[config.mk]
export PLATFORM = sky130hd
export DESIGN_NAME = spi_reg_ctrl_flat
export DESIGN_NICKNAME = d
export VERILOG_FILES = /design/src/rtl/spi_reg_ctrl_pkg.sv /design/src/rtl/spi_reg_ctrl_if.sv /design/src/rtl/spi_reg_bank.sv /design/src/rtl/spi_reg_ctrl.sv /design/src/flat_wrapper.sv
export SDC_FILE = /design/constraint.sdc
export NUM_CORES = 1
export LEC_CHECK = 0
export CELL_PAD_IN_SITES_DETAIL_PLACEMENT = 0
export CELL_PAD_IN_SITES_GLOBAL_PLACEMENT = 1
export CORE_AREA = 2 2 154 156
export DETAILED_ROUTE_END_ITERATION = 16
export DIE_AREA = 0 0 156 158
export PLACE_DENSITY_LB_ADDON = 0.1
export SLEW_MARGIN = 10
export SYNTH_ARGS = -nofsm -noshare
export SYNTH_HDL_FRONTEND = slang
export SYNTH_SLANG_ARGS = --single-unit
[constraint.sdc]
create_clock -name clk_in -period 3.4 [get_ports clk_in]
set_input_delay 0.68 -clock clk_in [delete_from_list [all_inputs] [get_ports clk_in]]
set_output_delay 0.68 -clock clk_in [all_outputs]
set_load 0.005 [all_outputs]
[src/rtl/spi_reg_ctrl_pkg.sv]
// Shared definitions for the SPI register controller of the tone generator:
// frame parser state encoding, command format and default register map size.
package spi_reg_ctrl_pkg;

  typedef enum logic [1:0] {
    ST_IDLE    = 2'd0,
    ST_CMD     = 2'd1,
    ST_DATA    = 2'd2,
    ST_DISCARD = 2'd3
  } state_e;

  localparam int CMD_WRITE_BIT = 7;
  localparam int DEF_NUM_REGS  = 16;
  localparam int DEF_ADDR_W    = 4;

endpackage

[src/rtl/spi_reg_ctrl_if.sv]
// Byte-stream and register-bank signals between the SPI byte receiver side
// (master) and the frame parser / register controller (slave).
interface spi_reg_ctrl_if
  import spi_reg_ctrl_pkg::*;
#(
  parameter int NUM_REGS = DEF_NUM_REGS
) ();

  logic [7:0]            rx_data_in;
  logic                  rx_valid_in;
  logic                  trans_valid_in;
  logic [NUM_REGS*8-1:0] regs_out;
  logic                  commit_out;
  logic                  err_out;
  logic                  busy_out;

  modport master (
    output rx_data_in, rx_valid_in, trans_valid_in,
    input  regs_out, commit_out, err_out, busy_out
  );

  modport slave (
    input  rx_data_in, rx_valid_in, trans_valid_in,
    output regs_out, commit_out, err_out, busy_out
  );

endinterface

[src/rtl/spi_reg_bank.sv]
// Shadow/active register storage: bytes land in the shadow bank and the whole
// bank is copied to the active bank in one clock on commit.
module spi_reg_bank
  import spi_reg_ctrl_pkg::*;
#(
  parameter int NUM_REGS = DEF_NUM_REGS,
  parameter int ADDR_W   = DEF_ADDR_W
) (
  input  logic                  clk_in,
  input  logic                  reset_n_in,
  input  logic                  we,
  input  logic [ADDR_W-1:0]     addr,
  input  logic [7:0]            wdata,
  input  logic                  commit,
  output logic [NUM_REGS*8-1:0] regs
);

  logic [7:0]            shadow_r [NUM_REGS];
  logic [NUM_REGS*8-1:0] active_r;

  // Shadow write port and atomic commit; a byte written in the commit cycle is
  // forwarded so it is part of the committed image.
  always_ff @(posedge clk_in or negedge reset_n_in) begin
    if (!reset_n_in) begin
      for (int i = 0; i < NUM_REGS; i++) begin
        shadow_r[i] <= 8'h00;
      end
      active_r <= {(NUM_REGS*8){1'b0}};
    end else begin
      if (we) begin
        shadow_r[addr] <= wdata;
      end
      if (commit) begin
        for (int i = 0; i < NUM_REGS; i++) begin
          active_r[i*8 +: 8] <= (we && (addr == ADDR_W'(i))) ? wdata : shadow_r[i];
        end
      end
    end
  end

  assign regs = active_r;

endmodule

[src/rtl/spi_reg_ctrl.sv]
// Frame parser: a chip-select frame is a command byte followed by data bytes
// written to auto-incrementing shadow addresses, committed at frame end.
module spi_reg_ctrl
  import spi_reg_ctrl_pkg::*;
#(
  parameter int NUM_REGS = DEF_NUM_REGS,
  parameter int ADDR_W   = DEF_ADDR_W
) (
  input logic           clk_in,
  input logic           reset_n_in,
  spi_reg_ctrl_if.slave bus
);

  state_e              state_r;
  logic [ADDR_W-1:0]   ptr_r;
  logic                dirty_r;
  logic                trans_prev_r;
  logic                err_r;
  logic                commit_r;
  logic                busy_r;
  logic                rise_s;
  logic                fall_s;
  logic                write_s;
  logic                commit_s;
  logic                unused_cmd_bits_s;

  // trans_prev_r resets high so a frame already running at reset release is
  // not mistaken for a fresh one.
  assign rise_s   = bus.trans_valid_in & ~trans_prev_r;
  assign fall_s   = ~bus.trans_valid_in & trans_prev_r;
  assign write_s  = (state_r == ST_DATA) && bus.rx_valid_in;
  assign commit_s = fall_s && (state_r != ST_IDLE) && (dirty_r || write_s);
  assign unused_cmd_bits_s = ^bus.rx_data_in;

  // Frame FSM with pointer, dirty tracking and registered status pulses.
  always_ff @(posedge clk_in or negedge reset_n_in) begin
    if (!reset_n_in) begin
      state_r      <= ST_IDLE;
      ptr_r        <= {ADDR_W{1'b0}};
      dirty_r      <= 1'b0;
      trans_prev_r <= 1'b1;
      err_r        <= 1'b0;
      commit_r     <= 1'b0;
      busy_r       <= 1'b0;
    end else begin
      trans_prev_r <= bus.trans_valid_in;
      err_r        <= 1'b0;
      commit_r     <= commit_s;
      case (state_r)
        ST_IDLE: begin
          if (rise_s) begin
            state_r <= ST_CMD;
            busy_r  <= 1'b1;
          end
        end
        ST_CMD: begin
          if (bus.rx_valid_in) begin
            if (bus.rx_data_in[CMD_WRITE_BIT]) begin
              ptr_r   <= bus.rx_data_in[ADDR_W-1:0];
              state_r <= ST_DATA;
            end else begin
              err_r   <= 1'b1;
              state_r <= ST_DISCARD;
            end
          end
        end
        ST_DATA: begin
          if (bus.rx_valid_in) begin
            ptr_r   <= ptr_r + ADDR_W'(1);
            dirty_r <= 1'b1;
          end
        end
        ST_DISCARD: begin
          state_r <= ST_DISCARD;
        end
        default: begin
          state_r <= ST_IDLE;
          busy_r  <= 1'b0;
        end
      endcase
      // Frame end overrides the per-state update after the byte was consumed.
      if (fall_s && (state_r != ST_IDLE)) begin
        state_r <= ST_IDLE;
        busy_r  <= 1'b0;
      end
      if (commit_s) begin
        dirty_r <= 1'b0;
      end
    end
  end

  spi_reg_bank #(
    .NUM_REGS (NUM_REGS),
    .ADDR_W   (ADDR_W)
  ) u_bank (
    .clk_in     (clk_in),
    .reset_n_in (reset_n_in),
    .we         (write_s),
    .addr       (ptr_r),
    .wdata      (bus.rx_data_in),
    .commit     (commit_s),
    .regs       (bus.regs_out)
  );

  assign bus.commit_out = commit_r;
  assign bus.err_out    = err_r;
  assign bus.busy_out   = busy_r;

endmodule

[src/flat_wrapper.sv]
// flat-port wrapper written by rule: the top's interface ports become plain ports
module spi_reg_ctrl_flat import spi_reg_ctrl_pkg::*;
#(
  parameter int NUM_REGS = DEF_NUM_REGS,
  parameter int ADDR_W   = DEF_ADDR_W
)
  (clk_in, reset_n_in, bus_rx_data_in, bus_rx_valid_in, bus_trans_valid_in, bus_regs_out, bus_commit_out, bus_err_out, bus_busy_out);
  spi_reg_ctrl_if #(.NUM_REGS(NUM_REGS)) bus_i ();
  input logic clk_in;
  input logic reset_n_in;
  input wire logic [$bits(bus_i.rx_data_in)-1:0] bus_rx_data_in;
  input wire logic [$bits(bus_i.rx_valid_in)-1:0] bus_rx_valid_in;
  input wire logic [$bits(bus_i.trans_valid_in)-1:0] bus_trans_valid_in;
  output wire logic [$bits(bus_i.regs_out)-1:0] bus_regs_out;
  output wire logic [$bits(bus_i.commit_out)-1:0] bus_commit_out;
  output wire logic [$bits(bus_i.err_out)-1:0] bus_err_out;
  output wire logic [$bits(bus_i.busy_out)-1:0] bus_busy_out;
  assign bus_i.rx_data_in = bus_rx_data_in;
  assign bus_i.rx_valid_in = bus_rx_valid_in;
  assign bus_i.trans_valid_in = bus_trans_valid_in;
  assign bus_regs_out = bus_i.regs_out;
  assign bus_commit_out = bus_i.commit_out;
  assign bus_err_out = bus_i.err_out;
  assign bus_busy_out = bus_i.busy_out;
  spi_reg_ctrl #(.NUM_REGS(NUM_REGS), .ADDR_W(ADDR_W)) u_core (.clk_in(clk_in), .reset_n_in(reset_n_in), .bus(bus_i));
endmodule
# [After elaboration in Yosys (flattened, before gate mapping)]
# Cells that the tools add are included.
[op_classes] n_mux=37 n_eq_ne=23 magnitude_cmp=2 bitwise_logic=5 add_sub_neg=1 reduce_logical=34
[op_table] op="two-way mux 8 bit" count=17
[op_table] op="bitwise mux 128 bit" count=1
[op_table] op="demux 8 bit (select 4 bit)" count=1
[op_table] op="== test 4 bit (second input constant)" count=8
[op_table] op="logical AND 1 bit" count=20
[op_table] op="== test 4 x 3 -> 1 bit (second input constant)" count=4
[op_table] op="two-way mux 4 bit" count=3
[op_table] op="nonzero test 2 bit" count=6
[op_table] op="two-way mux 1 bit" count=10
[op_table] op="== test 4 x 2 -> 1 bit (second input constant)" count=2
[op_table] op="one-hot mux 4 bit (2 select lines)" count=1
[op_table] op="two-way mux 2 bit" count=3
[op_table] op="!= test 2 bit (second input constant)" count=3
[op_table] op="one-hot mux 2 bit (3 select lines)" count=1
[op_table] op="greater-or-equal comparator 5 bit (second input constant)" count=1
[op_table] op="less-than comparator 5 x 1 -> 1 bit (second input constant)" count=1
[op_table] op="NOT 4 -> 5 bit" count=1
[op_table] op="adder 4 x 1 -> 4 bit (second input constant)" count=1
[op_table] op="== test 2 bit (second input constant)" count=2
[op_table] op="== test 4 x 1 -> 1 bit (second input constant)" count=1
[op_table] op="logical NOT 4 bit" count=1
[op_table] op="AND reduction 2 bit" count=2
[op_table] op="AND reduction 4 bit" count=1
[op_table] op="nonzero test 4 bit" count=1
[op_table] op="other kinds (8)" count=10
[word_totals] wordCells=126 input_bits=12 reg_bits=267 output_inout_bits=131

# [Logic depth before layout (Yosys ltp)]
# Gate-level depths: netlist (run 1).
[logic_depth] depth_word=6 ltp_mapped=8 ltp_nobuf=6

# [By module]
# From an unflattened synthesis (run 1), not the netlist that was laid out.
[unflattened] cells_unflattened=1070 hier_area_um2=10660.2
[by_module_without_submodules] mod="spi_reg_bank" cells_per_inst=1007 seq_area_each_um2=6406.1 instances=1 area_per_inst_um2=10030.9
[by_module_without_submodules] mod="spi_reg_ctrl" cells_per_inst=63 seq_area_each_um2=276.5 instances=1 area_per_inst_um2=629.4

# [Worst setup path before layout (run 1)]
# Ideal clock, no wire load.
[synth_timing] path_type="reg2reg" from="register u_core.state_r[0]" to="register u_core.u_bank.active_r[100] (netlist: u_core.u_bank.regs[100])" path_buffers=1 period_less_slack_ns=2.062 stages_incl_launch_ff=8 setup_time_ns=0.127 slack_ns=1.338 required_ns=3.273 t_arrival_ns=1.935 path_cell_list="dfrtp_1 -> inv_1 -> ha_1 -> buf_2 -> nand3_1 -> nor2_2 -> mux2_2 -> mux2_1"
[synth_via] elab_chain_cells=4 word_cells_on_any_way=8 cone_classes="eq/ne (1); mux (1); reduce/logical (6)"
[synth_lines] element="from (decl)" line_no="spi_reg_ctrl.sv:14" rtl="state_e state_r;"
[synth_lines] element="from (signal assigned)" line_no="spi_reg_ctrl.sv:38" rtl="state_r <= ST_IDLE;"
[synth_lines] element="from (signal assigned)" line_no="spi_reg_ctrl.sv:52" rtl="state_r <= ST_CMD;"
[synth_lines] element="from (signal assigned)" line_no="spi_reg_ctrl.sv:60" rtl="state_r <= ST_DATA;"
[synth_lines] element="== test 2 bit" line_no="spi_reg_ctrl.sv:31" rtl="assign write_s = (state_r == ST_DATA) && bus.rx_valid_in;"
[synth_lines] element="logical AND 1 bit" line_no="spi_reg_ctrl.sv:31"
[synth_lines] element="logical AND 1 bit / logical OR 1 bit (equally long branches)" line_no="spi_reg_bank.sv:35, spi_reg_ctrl.sv:32"
[synth_lines] element="two-way mux 8 bit / logical AND 1 bit (equally long branches)" line_no="spi_reg_bank.sv:35, spi_reg_ctrl.sv:32"
[synth_lines] element="to (signal assigned)" line_no="spi_reg_bank.sv:28" rtl="active_r <= {(NUM_REGS*8){1'b0}};"
[synth_lines] element="to (signal, indexed assignment)" line_no="spi_reg_bank.sv:35" rtl="active_r[i*8 +: 8] <= (we && (addr == ADDR_W'(i))) ? wdata : shadow_r[i];"
[synth_lines] element="to (decl)" line_no="spi_reg_bank.sv:19" rtl="logic [NUM_REGS*8-1:0] active_r;"
# Several ways; a longest one is shown, not always the timed one.
# A chain may end at the register's enable or synchronous reset.

# [Final worst setup path (run 1)]
[layout_timing] from="register u_core.state_r[0]" to="register u_core.u_bank.active_r[91] (netlist: u_core.u_bank.regs[91])"
# The elaborated chain is that of the path after synthesis.

==> results of run 1 <==
[logic make-up after synthesis]
family	after synthesis	synth area share
adders and majority gates	9	0.01060
DFF	267	0.6292
buffers and inverters	66	0.03605
AOI/OAI and AO/OA	113	0.07210
muxes	91	0.09908
and+or+nand+nor	351	0.1529
[sequential cells by signal (all words and copies together), names as in the netlist]
| name | count |
|---|---|
| u_core.trans_prev_r | 1 |
| u_core.state_r | 2 |
| u_core.bus.err_out | 1 |
| u_core.bus.busy_out | 1 |
| u_core.ptr_r | 4 |
| u_core.dirty_r | 1 |
| u_core.bus.commit_out | 1 |
| u_core.u_bank.shadow_r | 128 |
| u_core.u_bank.regs | 128 |
[placed cells by master (no fill, tap or decap), drive strengths merged]
| cell | Yosys | layout |
|---|---|---|
| buf | 39 | 31 |
| nand2b | 9 | 9 |
| nand3 | 11 | 11 |
| inv | 7 | 7 |
| dfstp | 1 | 1 |
| nor3b | 1 | 1 |
| or3b | 1 | 1 |
| and2 | 2 | 2 |
| nand3b | 3 | 3 |
| and3b | 1 | 1 |
| and4 | 1 | 1 |
| o311a | 1 | 1 |
| a31oi | 73 | 73 |
| nand4 | 52 | 52 |
| dfrtp | 266 | 266 |
| nor2b | 2 | 2 |
| o2bb2ai | 24 | 24 |
| ha | 9 | 9 |
| a32oi | 1 | 1 |
| o21bai | 1 | 1 |
| mux2i | 2 | 2 |
| bufinv | 0 | 4 |
| mux2 | 89 | 89 |
| nand2 | 163 | 163 |
| o311ai | 2 | 2 |
| clkdlybuf4s50 | 0 | 141 |
| o21ai | 6 | 6 |
| clkbuf | 20 | 43 |
| clkinv | 0 | 6 |
| a21oi | 5 | 5 |
| or2 | 24 | 24 |
| nor2 | 81 | 81 |
[metal layers]
layer,part of all wire,global-route usage
met2,0.45,0.3156
met5,0.00052,0
met4,0.019,0.04980
met3,0.054,0.03860
met1,0.47,0.3119
[power groups by stage]
stage               Clock, mW  Sequential (mW)  Combinational [mW]
floorplan                   0             5.07                2.07
global placement            0             5.18                3.94
detailed placement          0             5.20                4.00
CTS                      3.38             5.15                4.02
global route             3.52             5.28                4.45
finish                   3.31             5.13                3.97
[critical path: stages, from the launching register on]
cell and delay, ps:
dfrtp_1 420, inv_1 160, ha_1 450, and2_1 500
buf_4 380, nand3_1 330, nand2_1 210, a31oi_1 100
[worst paths after layout]
check                      slack [ps]                                   start                                     end
max in group asynchronous        2470                              reset_n_in     u_core.u_bank.regs[100]$_DFFE_PN0P_
setup / recovery                  710           u_core.state_r[0]$_DFFE_PN0P_      u_core.u_bank.regs[91]$_DFFE_PN0P_
setup reg to reg                  710           u_core.state_r[0]$_DFFE_PN0P_      u_core.u_bank.regs[91]$_DFFE_PN0P_
hold / removal                     90                              reset_n_in  u_core.u_bank.shadow_r[37]$_DFFE_PN0P_
min in group clk_in               470  u_core.u_bank.shadow_r[34]$_DFFE_PN0P_  u_core.u_bank.shadow_r[34]$_DFFE_PN0P_
hold reg to reg                   470  u_core.u_bank.shadow_r[34]$_DFFE_PN0P_  u_core.u_bank.shadow_r[34]$_DFFE_PN0P_
[metrics by stage]
| stage | hold WS, ps | worst slack [ps] |
|---|---|---|
| 2_1_floorplan | 384.4 | 1338 |
| 3_3_place_gp | 451.4 | 646.6 |
| 6_report | 85.16 | 712.8 |
| 5_1_grt | 129.7 | 503.4 |
| 3_5_place_dp | 457.6 | 579.9 |
| 4_1_cts | 101.1 | 723.1 |
[cell type report]
type	instances	share of cell area
Inverter	7	0.001964
Sequential cell	267	0.4995
Timing Repair Buffer	172	0.1281
Tap cell	290	0.02712
Clock inverter	10	0.01122
Clock buffer	43	0.06565
Multi-Input combinational cell	564	0.2664
==> metrics.cfg, run 1 <==
[routing]
drc = 0
routedWlPerCell_um = 18.38
drtIter0Drc = 372
via_count = 7229
viasPerCell = 5.343
ant_nets = 0
routed_wirelength_um = 24870
first_pass_iters = 5

[clock_network]
cts_root_buf = clkbuf_16
cts_max_path_buffers = 3
cts_setup_buffers = 0
cts_made_buffers = 29
insertion_delay_ps = 530
hold_buffers = 0
cts_tree = built
clkSinkCount = 267
htreeDepth = 1
cts-resized-gates = 0
clk_pin_slew_ps = 60

[setup_path]
r2r_cells = 7
endpoint_kind = flip-flop
required_ps = 3800
critical_path_arrival_ps = 3090
worst-setup-path-type = reg2reg
critPathLaunchType = flip-flop
worst-path-max-fanout = 28

[floorplan]
die_h_um = 158
initial_core_util = 0.4607
die_area_sq_mm = 0.02465
die_x_um = 156
design.core.area_sq_mm = 0.02305
num_rows = 56
ios = 143

[cells_and_area]
final_util = 0.5804
multi_input_area_sq_mm = 0.003565
fin_nets = 1062
diodes = 0
syn2layout_area_growth_pct = 25.98
final_cells = 1353
final_area_sq_mm = 0.01338
drive_above_1_share = 0.1543
seq_area_sq_mm = 0.006683
fillers = 1949

[place]
dp_cells = 1300
io_buffers = 142
gp_congestion = 0.7458
placed_area_sq_mm = 0.01235
dp_hpwl_um = 16000

[power]
p_clk_frac = 0.267
p_int_mw = 8.751
p_comb_frac = 0.320
power_mw = 12.42
p_sw_frac = 0.2953
p_seq_frac = 0.413
p_switching_mw = 3.667
vdd_drop_max_mv = 0.5069
p_per_area_mw_per_mm2 = 928.1
p_leak_nw = 6.233

[run]
drv_cap = 0

[logic_synthesis]
synth.most_common_cell = dfrtp_1
ys_types = 40
yosys-top-cells-area = dfrtp_1, nand2_1, mux2_2
synth_largest_area_cell = dfrtp_1
syn-num-nets = 918
async_flop_share = 1.000
yosysWarnings = 0
ys_seq_elements = 267
synth_cells = 897
syn_area_per_cell_sq_um = 11.84
yosys_most_used_dff = dfrtp_1
ys_seq_area_frac = 0.6292
synth_top_area_share = 0.6268
syn_area_sq_mm = 0.01062
synth_edf_count = 0
synth_common_cells = dfrtp_1, nand2_1, nor2_1

[min_path]
hold_class = in2async

[timing]
finalMaxSlewViolations = 0
finalCritPeriodShare = 0.7903
skew_ps = 9.623
fmax_mhz = 372.1
worst_slew_pin_slew_ps = 721.1
final.min_clock_period_ps = 2687
rsz0062_at_grt = no
finalSetupTns_ps = 0
hold_viol_final = 0
setup_violations = 0
max_slew_margin = 0.5178

[grt]
antenna_found_initial = 1
overflow = 0
grt_max_degree = 90
track_usage = 0.2079
grt_pass1_vias = 7258
grt_pass1_wl_um = 40480

[run_status]
status = finished, final reports clean

Power figures use the tool's default switching activity.
==> run 2, diff against run 1 <==
--- a/config.mk
+++ b/config.mk
@@ -7,9 +7,9 @@
 export LEC_CHECK = 0
 export CELL_PAD_IN_SITES_DETAIL_PLACEMENT = 0
 export CELL_PAD_IN_SITES_GLOBAL_PLACEMENT = 1
-export CORE_AREA = 2 2 154 156
+export CORE_AREA = 2 2 159 161
 export DETAILED_ROUTE_END_ITERATION = 16
-export DIE_AREA = 0 0 156 158
+export DIE_AREA = 0 0 161 163
 export PLACE_DENSITY_LB_ADDON = 0.1
 export SLEW_MARGIN = 10
 export SYNTH_ARGS = -nofsm -noshare
==> constraint.sdc (replaced) <==
create_clock -name clk_in -period 2.73 [get_ports clk_in]
set_input_delay 0.546 -clock clk_in [delete_from_list [all_inputs] [get_ports clk_in]]
set_output_delay 0.546 -clock clk_in [all_outputs]
set_load 0.005 [all_outputs]
==> run 2 against run 1 <==
Against the previous run: cell area grew 1.4%; flip-flop and latch count unchanged; clock skew increased by 8.2 ps; global-route usage is 1.2 points lower; first-iteration DRC count shrank 3.0%; count of clock-buffer cells in the layout is 3 lower; die area up 6.5%; combinational power is 26% higher; critical path type unchanged.
==> metrics.cfg, run 2 (same netlist as run 1, synthesis figures left out) <==
[run_status]
status = finished, final reports clean  ; unchanged

[place]
pre_cts_ws_ps = 122.8  ; was 579.9 ps
dp_cells = 1351  ; was 1,300
placed_area_sq_mm = 0.01253  ; was 0.01235 sq mm
gp_congestion = 0.7829  ; was 0.7458
io_buffers = 142  ; unchanged
dp_hpwl_um = 16680  ; was 16,000 um

[cells_and_area]
final_cell_mix = dfrtp_1, nand2_1, clkdlybuf4s50_1  ; unchanged
syn2layout_area_growth_pct = 27.80  ; was 25.98%
fin_nets = 1073  ; was 1,062
final_area_sq_mm = 0.01357  ; was 0.01338 sq mm
final_common_cell = dfrtp_1  ; unchanged
drive_above_1_share = 0.1603  ; was 0.1543
final_cells = 1403  ; was 1,353
diodes = 0  ; unchanged

[power]
p_per_area_mw_per_mm2 = 1148  ; was 928.1 mW/mm^2
p_seq_frac = 0.411  ; was 0.413
p_sw_frac = 0.2936  ; was 0.2953
p_leak_nw = 6.289  ; was 6.233 nW
p_comb_frac = 0.321  ; was 0.320
power_mw = 15.59  ; was 12.42 mW
vdd_drop_max_mv = 0.5885  ; was 0.5069 mV
p_int_mw = 11.01  ; was 8.751 mW
p_switching_mw = 4.576  ; was 3.667 mW
p_clk_frac = 0.269  ; was 0.267

[grt]
antenna_found_initial = 0  ; was 1
grt_max_degree = 64  ; was 90
grt_pass1_wl_um = 40630  ; was 40,480 um
grt_pass1_vias = 7402  ; was 7,258
track_usage = 0.1955  ; was 0.2079
overflow = 0  ; unchanged

[timing]
skew_ps = 17.79  ; was 9.623 ps
max_slew_margin = 0.4840  ; was 0.5178
fmax_mhz = 426.7  ; was 372.1 MHz
rsz0062_at_grt = no  ; unchanged
setup_violations = 0  ; unchanged
finalCritPeriodShare = 0.8584  ; was 0.7903
worst_slew_pin_slew_ps = 771.6  ; was 721.1 ps
hold_viol_final = 0  ; unchanged
finalSetupTns_ps = 0  ; unchanged
final.min_clock_period_ps = 2343  ; was 2687 ps
finalMaxSlewViolations = 0  ; unchanged
worst_slack_ps = 386.6  ; was 712.8 ps

[min_path]
hold_depth = 2
hold_class = reg2reg  ; was in2async

[routing]
routedWlPerCell_um = 18.11  ; was 18.38 um
ant_nets = 0  ; unchanged
drt-met1-wl_um = 12050  ; was 11,790 um
via_count = 7263  ; was 7,229
top_layer = met4  ; was met5
drc = 0  ; unchanged
first_pass_iters = 4  ; was 5
viasPerCell = 5.177  ; was 5.343
met2_length_um = 11580  ; was 11,250 um
drtIter0Drc = 361  ; was 372
routed-wl-met3_um = 1338  ; was 1346 um
routed_wirelength_um = 25400  ; was 24,870 um

[setup_path]
rrSetupSlack_ps = 390  ; was 710 ps
critical_path_arrival_ps = 2760  ; was 3090 ps
r2r-start = u_core.state_r[0]$_DFFE_PN0P_  ; unchanged
worst-setup-path-type = reg2reg  ; unchanged
r2r_end = u_core.u_bank.regs[79]$_DFFE_PN0P_  ; was u_core.u_bank.regs[91]$_DFFE_PN0P_
critPathLaunchType = flip-flop  ; unchanged
cp-endpoint = u_core.u_bank.regs[79]$_DFFE_PN0P_  ; was u_core.u_bank.regs[91]$_DFFE_PN0P_
endpoint_kind = flip-flop  ; unchanged
worst-path-max-fanout = 28  ; unchanged
required_ps = 3140  ; was 3800 ps
timing.critical_path.from = u_core.state_r[0]$_DFFE_PN0P_  ; unchanged
r2r_cells = 7  ; unchanged

[floorplan]
die_x_um = 161  ; was 156 um
die_area_sq_mm = 0.02624  ; was 0.02465 sq mm
die_h_um = 163  ; was 158 um
design.core.area_sq_mm = 0.02467  ; was 0.02305 sq mm
initial_core_util = 0.4304  ; was 0.4607
num_rows = 58  ; was 56
ios = 143  ; unchanged

[clock_network]
htreeDepth = 1  ; unchanged
clkSinkCount = 267  ; unchanged
cts_made_buffers = 28  ; was 29
insertion_delay_ps = 540  ; was 530 ps
cts_root_buf = clkbuf_16  ; unchanged
cts_max_path_buffers = 3  ; unchanged
cts_setup_buffers = 0  ; unchanged
cts_tree = built  ; unchanged
clk_pin_slew_ps = 60  ; about the same

[run]
drv_cap = 0  ; unchanged

run 2: cell types whose count changed in the layout (fill, tap and decap cells not counted), moves of 2 or more:
cell | previous run | this run
buf_4 | 25 | 32
clkinv_2 | 6 | 3
clkbuf_8 | 10 | 5
bufinv_16 | 4 | 6
clkinvlp_4 | 0 | 2
buf_12 | 5 | 9
clkbuf_1 | 4 | 6
run 2: stage by stage:
step	hold slack (ps)	util
6_report	468.3	0.5501
5_1_grt	487.3	0.5501
4_1_cts	474.2	0.5500
3_5_place_dp	458.7	0.5080
3_3_place_gp	452.2	0.5080
2_1_floorplan	250.4	-
run 2: worst min-delay path by stage:
stage / start / endpoint / slack (ps)
2_1_floorplan: reset_n_in / u_core.bus.busy_out$_DFFE_PN0P_ / 250
3_3_place_gp: u_core.u_bank.shadow_r[64]$_DFFE_PN0P_ / u_core.u_bank.shadow_r[64]$_DFFE_PN0P_ / 450
3_5_place_dp: u_core.u_bank.shadow_r[42]$_DFFE_PN0P_ / u_core.u_bank.shadow_r[42]$_DFFE_PN0P_ / 460
4_1_cts: u_core.u_bank.shadow_r[42]$_DFFE_PN0P_ / u_core.u_bank.shadow_r[42]$_DFFE_PN0P_ / 470
5_1_grt: u_core.u_bank.shadow_r[80]$_DFFE_PN0P_ / u_core.u_bank.shadow_r[80]$_DFFE_PN0P_ / 490
6_report: u_core.u_bank.shadow_r[79]$_DFFE_PN0P_ / u_core.u_bank.shadow_r[79]$_DFFE_PN0P_ / 470
run 2: layer usage:
| layer | up-vias | global-route usage |
|---|---|---|
| met3 | 33 | 0.03361 |
| met4 | 0 | 0.04911 |
| li1 | 3434 | - |
| met2 | 181 | 0.3080 |
| met1 | 3615 | 0.2836 |
| met5 | - | 0 |
run 2: final cells by class:
type,count,area (sq um)
multi-input cells,564,3567
well taps,330,412.9
inverters,7,26.28
clock inverters,11,210.2
flip-flops and latches,267,6683
repair buffers,184,1857
fillers,2193,11100
clock buffers,40,817.0
run 2: repair_timing:
item                       in CTS  in global routing
setup endpoints to repair       0                  6
resized for setup               0                  1
hold buffers                    1                  0
hold endpoints to repair       36                  0
run 2: power groups by stage:
| stage | registers, mW | clock network, mW | logic (mW) |
|---|---|---|---|
| 2_1_floorplan | 6.31 | 0 | 2.58 |
| 3_3_place_gp | 6.47 | 0 | 4.95 |
| 3_5_place_dp | 6.48 | 0 | 5.03 |
| 4_1_cts | 6.43 | 4.27 | 5.06 |
| 5_1_grt | 6.59 | 4.45 | 5.55 |
| 6_report | 6.40 | 4.19 | 5.00 |
run 2: worst max-delay path, stage by stage, from the launching register on:
cell and delay, ps:
dfrtp_1 430, inv_1 160, ha_2 360, and2_1 320, buf_4 340, nand3_1 330, nand2_1 200, a31oi_1 90
